<file path="src/rtl/system_nios2_qsys_0_oci_dct_pkg.sv">
// system_nios2_qsys_0_oci_dct_pkg: DCT packer widths and drain controller states.
package system_nios2_qsys_0_oci_dct_pkg;
    localparam int DCT_SLOTS  = 10;
    localparam int DCT_CODE_W = 3;
    localparam int DCT_BUF_W  = 30;
    localparam int DCT_CNT_W  = 4;
    typedef enum logic [1:0] {RUN, DRAIN, ENDED} dct_state_e;
endpackage

</file>
<file path="src/rtl/system_nios2_qsys_0_oci_dct_frame_reg.sv">
// system_nios2_qsys_0_oci_dct_frame_reg: one-entry valid/ready register holding the outgoing DCT frame.
module system_nios2_qsys_0_oci_dct_frame_reg
    import system_nios2_qsys_0_oci_dct_pkg::*;
(
    input  logic                 clk,
    input  logic                 reset,
    input  logic                 load,
    input  logic [DCT_BUF_W-1:0] load_data,
    input  logic [DCT_CNT_W-1:0] load_count,
    input  logic                 frm_ready,
    output logic                 free,
    output logic                 frm_valid,
    output logic [DCT_BUF_W-1:0] frm_data,
    output logic [DCT_CNT_W-1:0] frm_count
);
    logic                 valid_q, valid_d;
    logic [DCT_BUF_W-1:0] data_q, data_d;
    logic [DCT_CNT_W-1:0] count_q, count_d;
    always_comb begin
        free    = !valid_q || frm_ready;
        valid_d = load || (valid_q && !frm_ready);
        data_d  = load ? load_data : data_q;
        count_d = load ? load_count : count_q;
    end
    always_ff @(posedge clk) begin
        if (reset) begin
            valid_q <= 1'b0;
            data_q  <= '0;
            count_q <= '0;
        end else begin
            valid_q <= valid_d;
            data_q  <= data_d;
            count_q <= count_d;
        end
    end
    assign frm_valid = valid_q;
    assign frm_data  = data_q;
    assign frm_count = count_q;
endmodule

</file>
<file path="src/rtl/system_nios2_qsys_0_oci_dct_packer.sv">
// system_nios2_qsys_0_oci_dct_packer: packs 3-bit trace codes into 10-slot DCT frames and runs the end-of-test drain.
// Define OCI_DCT_TIMEOUT_EN to auto-flush a partial buffer after TIMEOUT_CYCLES idle cycles.
module system_nios2_qsys_0_oci_dct_packer
    import system_nios2_qsys_0_oci_dct_pkg::*;
#(
    parameter int TIMEOUT_CYCLES = 64
) (
    input  logic                  clk,
    input  logic                  reset,
    input  logic                  trc_valid,
    input  logic [DCT_CODE_W-1:0] trc_code,
    output logic                  trc_ready,
    input  logic                  flush,
    input  logic                  test_ending,
    output logic                  frm_valid,
    input  logic                  frm_ready,
    output logic [DCT_BUF_W-1:0]  frm_data,
    output logic [DCT_CNT_W-1:0]  frm_count,
    output logic [DCT_BUF_W-1:0]  dct_buffer,
    output logic [DCT_CNT_W-1:0]  dct_count,
    output logic                  test_has_ended
);
    localparam logic [DCT_CNT_W-1:0] FULL = DCT_CNT_W'(DCT_SLOTS);
    dct_state_e           state_q, state_d;
    logic [DCT_BUF_W-1:0] dct_buffer_q, dct_buffer_d, base_buf;
    logic [DCT_CNT_W-1:0] dct_count_q, dct_count_d, base_cnt;
    logic                 flush_pend_q, flush_pend_d, ended_q, ended_d;
    logic                 slot_free, accept, emit, timeout;

    system_nios2_qsys_0_oci_dct_frame_reg u_frame_reg (
        .clk        (clk),
        .reset      (reset),
        .load       (emit),
        .load_data  (dct_buffer_q),
        .load_count (dct_count_q),
        .frm_ready  (frm_ready),
        .free       (slot_free),
        .frm_valid  (frm_valid),
        .frm_data   (frm_data),
        .frm_count  (frm_count)
    );

    // An emit empties the accumulator first, so a same-cycle accept lands in slot 0.
    always_comb begin
        trc_ready    = (dct_count_q != FULL || slot_free) && !flush_pend_q && state_q == RUN && !reset;
        accept       = trc_valid && trc_ready;
        emit         = slot_free && (dct_count_q == FULL || (flush_pend_q && dct_count_q != '0));
        base_buf     = emit ? '0 : dct_buffer_q;
        base_cnt     = emit ? '0 : dct_count_q;
        dct_buffer_d = accept ? base_buf | (DCT_BUF_W'(trc_code) << (DCT_CODE_W * base_cnt)) : base_buf;
        dct_count_d  = accept ? base_cnt + 1'b1 : base_cnt;
        flush_pend_d = (flush_pend_q && !slot_free) || (state_q == RUN && (flush || test_ending)) || timeout;
        state_d      = state_q == RUN && test_ending ? DRAIN
                     : state_q == DRAIN && dct_count_q == '0 && !flush_pend_q && !frm_valid ? ENDED
                     : state_q;
        ended_d      = state_d == ENDED;
    end

`ifdef OCI_DCT_TIMEOUT_EN
    localparam int IDLE_W = $clog2(TIMEOUT_CYCLES + 1);
    localparam logic [IDLE_W-1:0] IDLE_MAX = IDLE_W'(TIMEOUT_CYCLES);
    logic [IDLE_W-1:0] idle_q, idle_d;
    always_comb begin
        timeout = idle_q == IDLE_MAX && !flush_pend_q;
        idle_d  = accept || emit || dct_count_q == '0 ? '0 : idle_q + IDLE_W'(idle_q != IDLE_MAX);
    end
    always_ff @(posedge clk) begin
        idle_q <= reset ? '0 : idle_d;
    end
`else
    logic unused_timeout_cycles;
    assign timeout = 1'b0;
    assign unused_timeout_cycles = ^TIMEOUT_CYCLES;
`endif

    always_ff @(posedge clk) begin
        if (reset) begin
            state_q      <= RUN;
            dct_buffer_q <= '0;
            dct_count_q  <= '0;
            flush_pend_q <= 1'b0;
            ended_q      <= 1'b0;
        end else begin
            state_q      <= state_d;
            dct_buffer_q <= dct_buffer_d;
            dct_count_q  <= dct_count_d;
            flush_pend_q <= flush_pend_d;
            ended_q      <= ended_d;
        end
    end

    assign dct_buffer     = dct_buffer_q;
    assign dct_count      = dct_count_q;
    assign test_has_ended = ended_q;
endmodule

</file>
<file path="config.mk">
export PLATFORM = sky130hd
export DESIGN_NAME = system_nios2_qsys_0_oci_dct_packer
export DESIGN_NICKNAME = d
export VERILOG_FILES = /design/src/rtl/system_nios2_qsys_0_oci_dct_pkg.sv /design/src/rtl/system_nios2_qsys_0_oci_dct_frame_reg.sv /design/src/rtl/system_nios2_qsys_0_oci_dct_packer.sv
export SDC_FILE = /design/constraint.sdc
export NUM_CORES = 1
export LEC_CHECK = 0
export CORE_UTILIZATION = 45
export CTS_CLUSTER_DIAMETER = 150
export DETAILED_ROUTE_END_ITERATION = 7
export PLACE_DENSITY = 0.81
export SYNTH_ARGS = -nofsm -noshare
export SYNTH_HDL_FRONTEND = slang
export SYNTH_HIERARCHICAL = 1
export SYNTH_SLANG_ARGS = --single-unit
</file>
<file path="constraint.sdc">
create_clock -name clk -period 2.4 [get_ports clk]
set_input_delay 0.48 -clock clk [delete_from_list [all_inputs] [get_ports clk]]
set_output_delay 0.48 -clock clk [all_outputs]
set_load 0.005 [all_outputs]
</file>
-- Word level (Yosys, flattened, before mapping)
Index checks and enable logic that the tools add are counted.
- add/subtract/negate cells: 1
- multiplexer cells: 6
- multipliers: 1
- bitwise gates (word level): 1
- eq/ne operators: 4
- reduce and logical (&&, ||, !) cells: 27
- shift operators: 1
- operators by type and width (cell ; number):
    2-to-1 mux 30 bit ; 2
    bitwise OR 30 bit ; 1
    << shifter 3 x 6 -> 30 bit ; 1
    logical AND 1 bit ; 13
    2-to-1 mux 4 bit ; 2
    logical OR 1 bit ; 6
    multiplier 2 x 4 -> 6 bit, first input constant ; 1
    zero test 1 bit ; 5
    adder 4 x 1 -> 4 bit, second input constant ; 1
    == test 4 bit, second input constant ; 1
    zero test 4 bit ; 1
    2-to-1 mux 2 bit ; 2
    inequality test 4 bit, second input constant ; 1
    nonzero test 4 bit ; 1
    == test 2 x 1 -> 1 bit, second input constant ; 1
    == test 2 bit, second input constant ; 1
    zero test 2 bit ; 1
- input port bits: 9
- output and inout port bits: 71
- word-level logic and storage cells: 49
- flip-flop bits (word level): 73

-- Longest topological paths before layout
Gate-level depths: netlist of the first run.
- depth in word-level cells: 9
- depth in mapped cells: 8
- mapped depth without buffers: 5

-- Modules after synthesis
Netlist of the first run, hierarchy kept.
- by module, submodules not included (module ; area an instance (µm²) ; instances ; sequential area each (µm²) ; cells each):
    system_nios2_qsys_0_oci_dct_packer ; 1540.2 ; 1 ; 760.7 ; 143
    system_nios2_qsys_0_oci_dct_frame_reg ; 1275.0 ; 1 ; 700.7 ; 114

-- Worst setup path after synthesis of the first run
No wires, ideal clock.
- path kind: input to register
- from: in frm_ready
- to: reg dct_buffer_q[27], in the netlist dct_buffer[27]
- required time: 2.341 ns
- library setup time: 0.059 ns
- stages on the path: 6
- arrival: 1.766 ns
- path buffers: 1
- setup slack: 0.575 ns
- cell sequence: nand2b_1 > clkbuf_1 > a21bo_2 > or3_1 > nor3_1 > a22o_1
- longest elaborated chain between the ends: 7
- elaborated cells on any way between the ends: 13
- those cells by class: 1 x mul; 1 x shift; 3 x mux; 1 x bitwise; 7 x reduce/logical
- RTL lines (item ; RTL line ; text):
    from (decl) ; system_nios2_qsys_0_oci_dct_packer.sv:16 ; input logic frm_ready,
    logical OR 1 bit (*) ; system_nios2_qsys_0_oci_dct_frame_reg.sv:20 ; free = !valid_q || frm_ready;
    logical AND 1 bit / logical OR 1 bit (equally long branches) ; system_nios2_qsys_0_oci_dct_packer.sv:47, system_nios2_qsys_0_oci_dct_packer.sv:45 ;
    2-to-1 mux 4 bit / logical AND 1 bit (equally long branches) ; system_nios2_qsys_0_oci_dct_packer.sv:49, system_nios2_qsys_0_oci_dct_packer.sv:45 ;
    multiplier 2 x 4 -> 6 bit / logical AND 1 bit (equally long branches) ; system_nios2_qsys_0_oci_dct_packer.sv:50, system_nios2_qsys_0_oci_dct_packer.sv:45 ;
    << shifter 3 x 6 -> 30 bit / logical AND 1 bit (equally long branches) ; system_nios2_qsys_0_oci_dct_packer.sv:50, system_nios2_qsys_0_oci_dct_packer.sv:45 ;
    bitwise OR 30 bit / logical AND 1 bit (equally long branches) ; system_nios2_qsys_0_oci_dct_packer.sv:50, system_nios2_qsys_0_oci_dct_packer.sv:46 ;
    2-to-1 mux 30 bit (*) ; system_nios2_qsys_0_oci_dct_packer.sv:50 ; dct_buffer_d = accept ? base_buf | (DCT_BUF_W'(trc_code) << (DCT_CODE_W * base_cnt)) : base_buf;
    to (signal assigned) ; system_nios2_qsys_0_oci_dct_packer.sv:85 ; dct_buffer_q <= dct_buffer_d;
    to (decl) ; system_nios2_qsys_0_oci_dct_packer.sv:25 ; logic [DCT_BUF_W-1:0] dct_buffer_q, dct_buffer_d, base_buf;
Mark *: on every way between the ends. The rest lies on a longest branch, timed or not.
A chain may end at the register's enable or synchronous reset.

-- Final worst setup path of the first run
- from: reg dct_count_q[0], in the netlist dct_count[0]
- to: out trc_ready
- longest elaborated chain between the ends: 5
- RTL lines (item ; RTL line ; text):
    from (decl) ; system_nios2_qsys_0_oci_dct_packer.sv:26 ; logic [DCT_CNT_W-1:0] dct_count_q, dct_count_d, base_cnt;
    from (signal assigned) ; system_nios2_qsys_0_oci_dct_packer.sv:86 ; dct_count_q <= dct_count_d;
    inequality test 4 bit ; system_nios2_qsys_0_oci_dct_packer.sv:45 ; trc_ready = (dct_count_q != FULL || slot_free) && !flush_pend_q && state_q == RUN && !reset;
    logical OR 1 bit ; system_nios2_qsys_0_oci_dct_packer.sv:45 ;
    logical AND 1 bit (3 in a row) ; system_nios2_qsys_0_oci_dct_packer.sv:45 ;
    to (decl) ; system_nios2_qsys_0_oci_dct_packer.sv:12 ; output logic trc_ready,
No other way between the ends.

==> run metrics, run 1 <==
status complete, no violations; Worst R2R Path Depth 6; max cap viols 0; final net count 350; initial antenna violation count 0; element type at the critical path start flop; Filler cells 500; top-count cell post-synth dfxtp_1; Overflow after GRT 0; post-route setup TNS 0 ns; diode count 0; Post-Synthesis Cells 257; first-pass GRT wire length 10200 um; total setup buffers inserted after CTS 0; Util after Layout between 60 and 70%; via density per instance around 5.3; area leader, netlist dfxtp_1; start point of the worst hold path u_frame_reg/frm_data[7]$_SDFFE_PP0P_; Synth Register Bits 73; placement row count 28; Clk Latency, worst-skew pair 0.34 ns; number of library cell types mapped by synthesis 42; r2r endpoint dct_buffer[28]$_SDFF_PP0_; Leakage 1.31 nW; area share of the largest cell type after synthesis 51.9%; Multi-input gate area 1190 um^2; synthesized net count 266; I/O Pins 80; drt total wl 6490 um; synthesized-area fraction occupied by adder cells 0%; largest family of logic cells by synthesized area simple AND/OR/NAND/NOR gates; minimum clock period 2.25 ns; # DRC 0; initial drt markers 163; Relative slew margins 57.4%; Vias ~2200; cell area after synthesis 2820 um^2; Max Freq roughly 440 MHz; period utilization 93.7%; power per cell area around 620 nW/um^2; largest net degree at the start of global routing ~50; clk sinks 73; Synth Area in Compound Gates 14.4%; die span in x 81.1 um; TritonRoute pass-1 iters 4; final HPWL from detailed placement 4510 um; WP data arrival 1.77 ns; Max VDD drop 377 uV; layout cells sized above 1 11.0%; FFs w/ async S/R, synth 0%; Worst Path Required 1.92 ns; die footprint 6580 um^2; EDFF count, synth 0; XOR/XNOR share of the synthesized area less than 1%; final hold vios 0; Slew @ Worst Pin 0.637 ns; CTS tree built; FF-to-FF setup slack approximately 0.42 ns; Max Buffers Root-to-Sink 2; critical setup path kind reg -> out; pre-CTS setup slack 0.181 ns; r2r startpoint dct_count[3]$_SDFF_PP0_; post-synthesis mux area share ~12%; critical path capture point type primary output; most frequent cells after synthesis 73 x dfxtp_1, 40 x nor2_1, 34 x mux2i_1, 23 x o2bb2ai_1, 8 x nand2_1; Hold Path End u_frame_reg/frm_data[7]$_SDFFE_PP0P_; final setup vio count 0; Final WS setup 0.151 ns; Pwr Total 2.37 mW; area grow syn2layout 36.2%; Top FF cell, synth dfxtp_1; port bufs 79; Worst Hold Class reg -> reg; GPL Wtd Cong 0.741; Die Y around 80 um; clock slew at reported path FFs 0.07 ns; hold path depth 2; sequential cell area fraction in the yosys report 51.9%; Final ANT Viol Nets 0; CTS H-tree lvls 3; GRT Overall Usage a little over a fifth; Root Driver clkbuf_8; RSZ-0062 raised after global routing false; core area 5990 um^2; Initial Util 47.0%; vias in the first global route 2021; total CTS buffers 9; wire per inst 15.5 um; Synth area leaders dfxtp_1 52%, mux2i_1 12%, o2bb2ai_1 7.2%; clk_skew 0.00766 ns; Post-Synth Simple-Gate Area between 10% and 20%; fin. max-slew vios 0; Yosys warnings 6; Synth Area per Inst approximately 11 um^2; Reg area 1460 um^2; WHS between 0.4 and 0.5 ns; CP max FO 10
## routing by layer
metal	wire length, um	track usage (%)	vias up
li1	-	-	1087
met1	3030	26.6	1070
met2	3030	33.3	68
met3	319	4.83	8
met4	111	10.2	0
met5	0	0	-
## cells by family (layout without fill, tap and decap cells)
group | Yosys count | count (layout)
flip-flops | 73 | 73
AO/OA/AOI/OAI | 49 | 49
AND/OR/NAND/NOR | 78 | 78
buffers and inverters | 21 | 109
XOR/XNOR | 2 | 2
multiplexers | 34 | 34
## stage by stage
step           std cells  cell area [um^2]
3_5_place_dp         405              3630
4_1_cts              420              3830
3_3_place_gp         405              3630
6_report             420              3830
5_1_grt              420              3830
2_1_floorplan        257              2820
## worst max-delay path by stage
stage	start	to	cells after the start
3_5_place_dp	frm_ready	dct_buffer[27]$_SDFF_PP0_	7
3_3_place_gp	frm_ready	dct_buffer[27]$_SDFF_PP0_	7
2_1_floorplan	frm_ready	dct_buffer[27]$_SDFF_PP0_	6
5_1_grt	dct_count[0]$_SDFF_PP0_	trc_ready	4
4_1_cts	dct_count[0]$_SDFF_PP0_	trc_ready	4
6_report	dct_count[0]$_SDFF_PP0_	trc_ready	4
## final cells by class
type	count	area share (%)
flip-flops and latches	73	38.1
multi-input cells	163	31.0
repair buffers	91	22.8
clock buffers	11	3.95
well taps	75	2.45
clock inverters	4	1.37
inverters	3	0.294
## what timing repair did
action	4_1_cts	5_1_grt
setup endpoints to repair	0	1
hold buffers	0	0
resized for setup	0	1
## placed cells by master, fill, tap and decap left out, types with 2 or more instances in the layout
cell type,count
a21oi_1,4
a22o_1,6
a22oi_1,3
buf_4,12
clkbuf_8,11
clkdlybuf4s50_1,78
clkinv_4,2
dfxtp_1,72
inv_1,2
mux2i_1,34
nand2_1,8
nand2b_1,7
nand3_1,3
nand4_1,2
nor2_1,40
nor3_1,4
nor3b_1,2
nor4_4,2
o21ai_0,2
o2bb2ai_1,23
or2_1,2
or3_1,2
xor2_1,2
## power breakdown
part	internal [mW]	leakage, nW	switching, mW	total, mW
sequential	1.22	0.589	0.0183	1.24
clock	0.533	0.105	0.440	0.973
combinational	0.0698	0.618	0.0825	0.152
## sequential cells by signal (all words and copies together), names as in the netlist
register,cells
dct_buffer,30
u_frame_reg/frm_data,30
dct_count,4
u_frame_reg/frm_count,4
state_q,2
flush_pend_q,1
test_has_ended,1
u_frame_reg/frm_valid,1
## worst max-delay path, stage by stage, from the launching register on
cell and delay (ns):
dfxtp_2 0.37, nand2b_1 0.18, or2_1 0.26, o21a_1 0.18, clkdlybuf4s50_1 0.44
Note: power is estimated with default switching activity, not from simulation.
==> run 2: changes to the inputs <==
--- a/config.mk
+++ b/config.mk
@@ -5,6 +5,7 @@
 export SDC_FILE = /design/constraint.sdc
 export NUM_CORES = 1
 export LEC_CHECK = 0
+export ABC_CLOCK_PERIOD_IN_PS = 2400
 export CORE_UTILIZATION = 45
 export CTS_CLUSTER_DIAMETER = 150
 export DETAILED_ROUTE_END_ITERATION = 7
==> results of run 2 <==
Same layout as run 1: the final DEF is identical, and so are final timing and power.
==> run 3: changes to the inputs <==
--- a/config.mk
+++ b/config.mk
@@ -7,6 +7,7 @@
 export LEC_CHECK = 0
 export ABC_CLOCK_PERIOD_IN_PS = 2400
 export CORE_UTILIZATION = 45
+export CTS_BUF_LIST = sky130_fd_sc_hd__clkbuf_16
 export CTS_CLUSTER_DIAMETER = 150
 export DETAILED_ROUTE_END_ITERATION = 7
 export PLACE_DENSITY = 0.81
==> run 3 against run 2 <==
Effect of this change: combinational power about the same; clock skew down 0.0055 ns; routed wire length up 1.7%; hold slack worse by 0.0054 ns; sequential cell count unchanged; die area unchanged; sequential share of layout area down 0.81 points; global-route usage up 0.62 points; cell count unchanged; critical endpoint unchanged; via count up 0.99%.
==> run metrics, run 3 (synthesis results as in run 1) <==
Final Cell Area 3920 um^2; placement row count 28; total CTS buffers 9; Vias 2255; vias in the first global route 2069; initial drt markers 153; PostCTS Resize Cnt 0; element type at the critical path start flop; most frequent cells in the layout 78 x clkdlybuf4s50_1, 73 x dfxtp_1, 40 x nor2_1, 34 x mux2i_1, 23 x o2bb2ai_1; CTS Hold Bufs 0; DP Cell Count 405; fin. max-slew vios 0; Final ANT Viol Nets 0; post-route setup TNS 0 ns; die span in x 81.1 um; GRT Overall Usage around 22%; power per cell area 683 nW/um^2; first-pass GRT wire length between 10000 and 15000 um; CP max FO 10; Worst R2R Path Depth 6; FF-to-FF setup slack 0.43 ns; Initial Util 47.0%; start point of the worst hold path u_frame_reg/frm_data[7]$_SDFFE_PP0P_; hold path depth 2; Max Freq 434 MHz; critical path capture point type primary output; Post-DP Area 3630 um^2; via density per instance 5.37; Slew @ Worst Pin 0.620 ns; max cap viols 0; Max VDD drop 394 uV; period utilization 96.0%; clk_skew between 0.002 and 0.0025 ns; I/O Pins 80; # DRC 0; clock slew at reported path FFs 0.05 ns; status complete, no violations; CTS tree built; wire per inst approximately 16 um; initial antenna violation count 0; final HPWL from detailed placement 4510 um; CTS H-tree lvls 3; r2r endpoint dct_buffer[28]$_SDFF_PP0_; largest net degree at the start of global routing 51; port bufs slightly below 80; Die Y just over 80 um; Worst Path Required 1.92 ns; critical setup path kind reg -> out; drt total wl 6610 um; GPL Wtd Cong 0.741; layout cells sized above 1 between 10% and 20%; area grow syn2layout 39.1%; die footprint approximately 6600 um^2; total setup buffers inserted after CTS 0; WP data arrival 1.82 ns; Overflow after GRT 0; r2r startpoint dct_count[3]$_SDFF_PP0_; Root Driver clkbuf_16; minimum clock period 2.30 ns; Leakage 1.35 nW; commonest non-fill, non-tap cell in the layout clkdlybuf4s50_1; Layout Cells excl Fill 420; Clk Latency, worst-skew pair 0.33 ns; final setup vio count 0; final net count between 300 and 400; final hold vios 0; RSZ-0062 raised after global routing false; Max Buffers Root-to-Sink 2; Hold Path End u_frame_reg/frm_data[7]$_SDFFE_PP0P_; diode count 0; clk sinks 73; Worst Hold Class reg -> reg; core area 5990 um^2; Relative slew margins 58.6%; TritonRoute pass-1 iters 4
==> run 3: cell count changes in the layout (fill, tap and decap cells not counted), sizes merged <==
cell | before | now
clkbuf | 11 | 9
clkinv | 3 | 5
==> run 3: layout make-up <==
type,count,area [um^2]
inverter,3,11.3
multi-input combinational,163,1190
clock inverter,6,60.1
clock buffer,9,225
fill,490,2080
sequential,73,1460
tap,75,93.8
timing repair buffer,91,876
==> run 3: how the worst max path moves through the flow <==
stage	cells after the start	slack, ns	end	from
after global routing	4	0.02	trc_ready	dct_count[0]$_SDFF_PP0_
final	4	0.1	trc_ready	dct_count[0]$_SDFF_PP0_
after CTS	4	0.10	trc_ready	dct_count[0]$_SDFF_PP0_
after detailed placement	7	0.18	dct_buffer[27]$_SDFF_PP0_	frm_ready
after global placement	7	0.23	dct_buffer[27]$_SDFF_PP0_	frm_ready
after floorplan	6	0.58	dct_buffer[27]$_SDFF_PP0_	frm_ready
==> run 3: routing by layer <==
| metal | vias up | wire [um] | global-route usage (%) | share of wire (%) |
|---|---|---|---|---|
| met4 | 0 | 73 | 10.2 | 1.1 |
| met2 | 69 | 3160 | 33.8 | 48 |
| met5 | - | 0 | 0 | 0 |
| met3 | 5 | 338 | 5.84 | 5.1 |
| li1 | 1085 | - | - | - |
| met1 | 1096 | 3030 | 27.4 | 46 |
==> run 3: through the flow <==
stage	setup WS (ns)	total power, mW	hold WS [ns]	utilization, %
after floorplan	0.575	1.37	0.475	-
after global placement	0.235	1.42	0.472	60.6
after detailed placement	0.181	1.42	0.479	60.6
after CTS	0.103	2.69	0.493	65.4
after global routing	0.0197	2.77	0.509	65.4
final	0.0960	2.67	0.487	65.4
==> run 3: critical path, stage by stage (launching register included) <==
cell and delay, ns:
dfxtp_1 0.40, nand2b_1 0.21, or2_1 0.27, o21a_1 0.18
clkdlybuf4s50_1 0.44
==> run 3: power by group <==
part / switching, mW / total, mW / internal (mW)
clock network: 0.486 / 1.28 / 0.792
logic: 0.0825 / 0.152 / 0.0697
registers: 0.0184 / 1.24 / 1.22
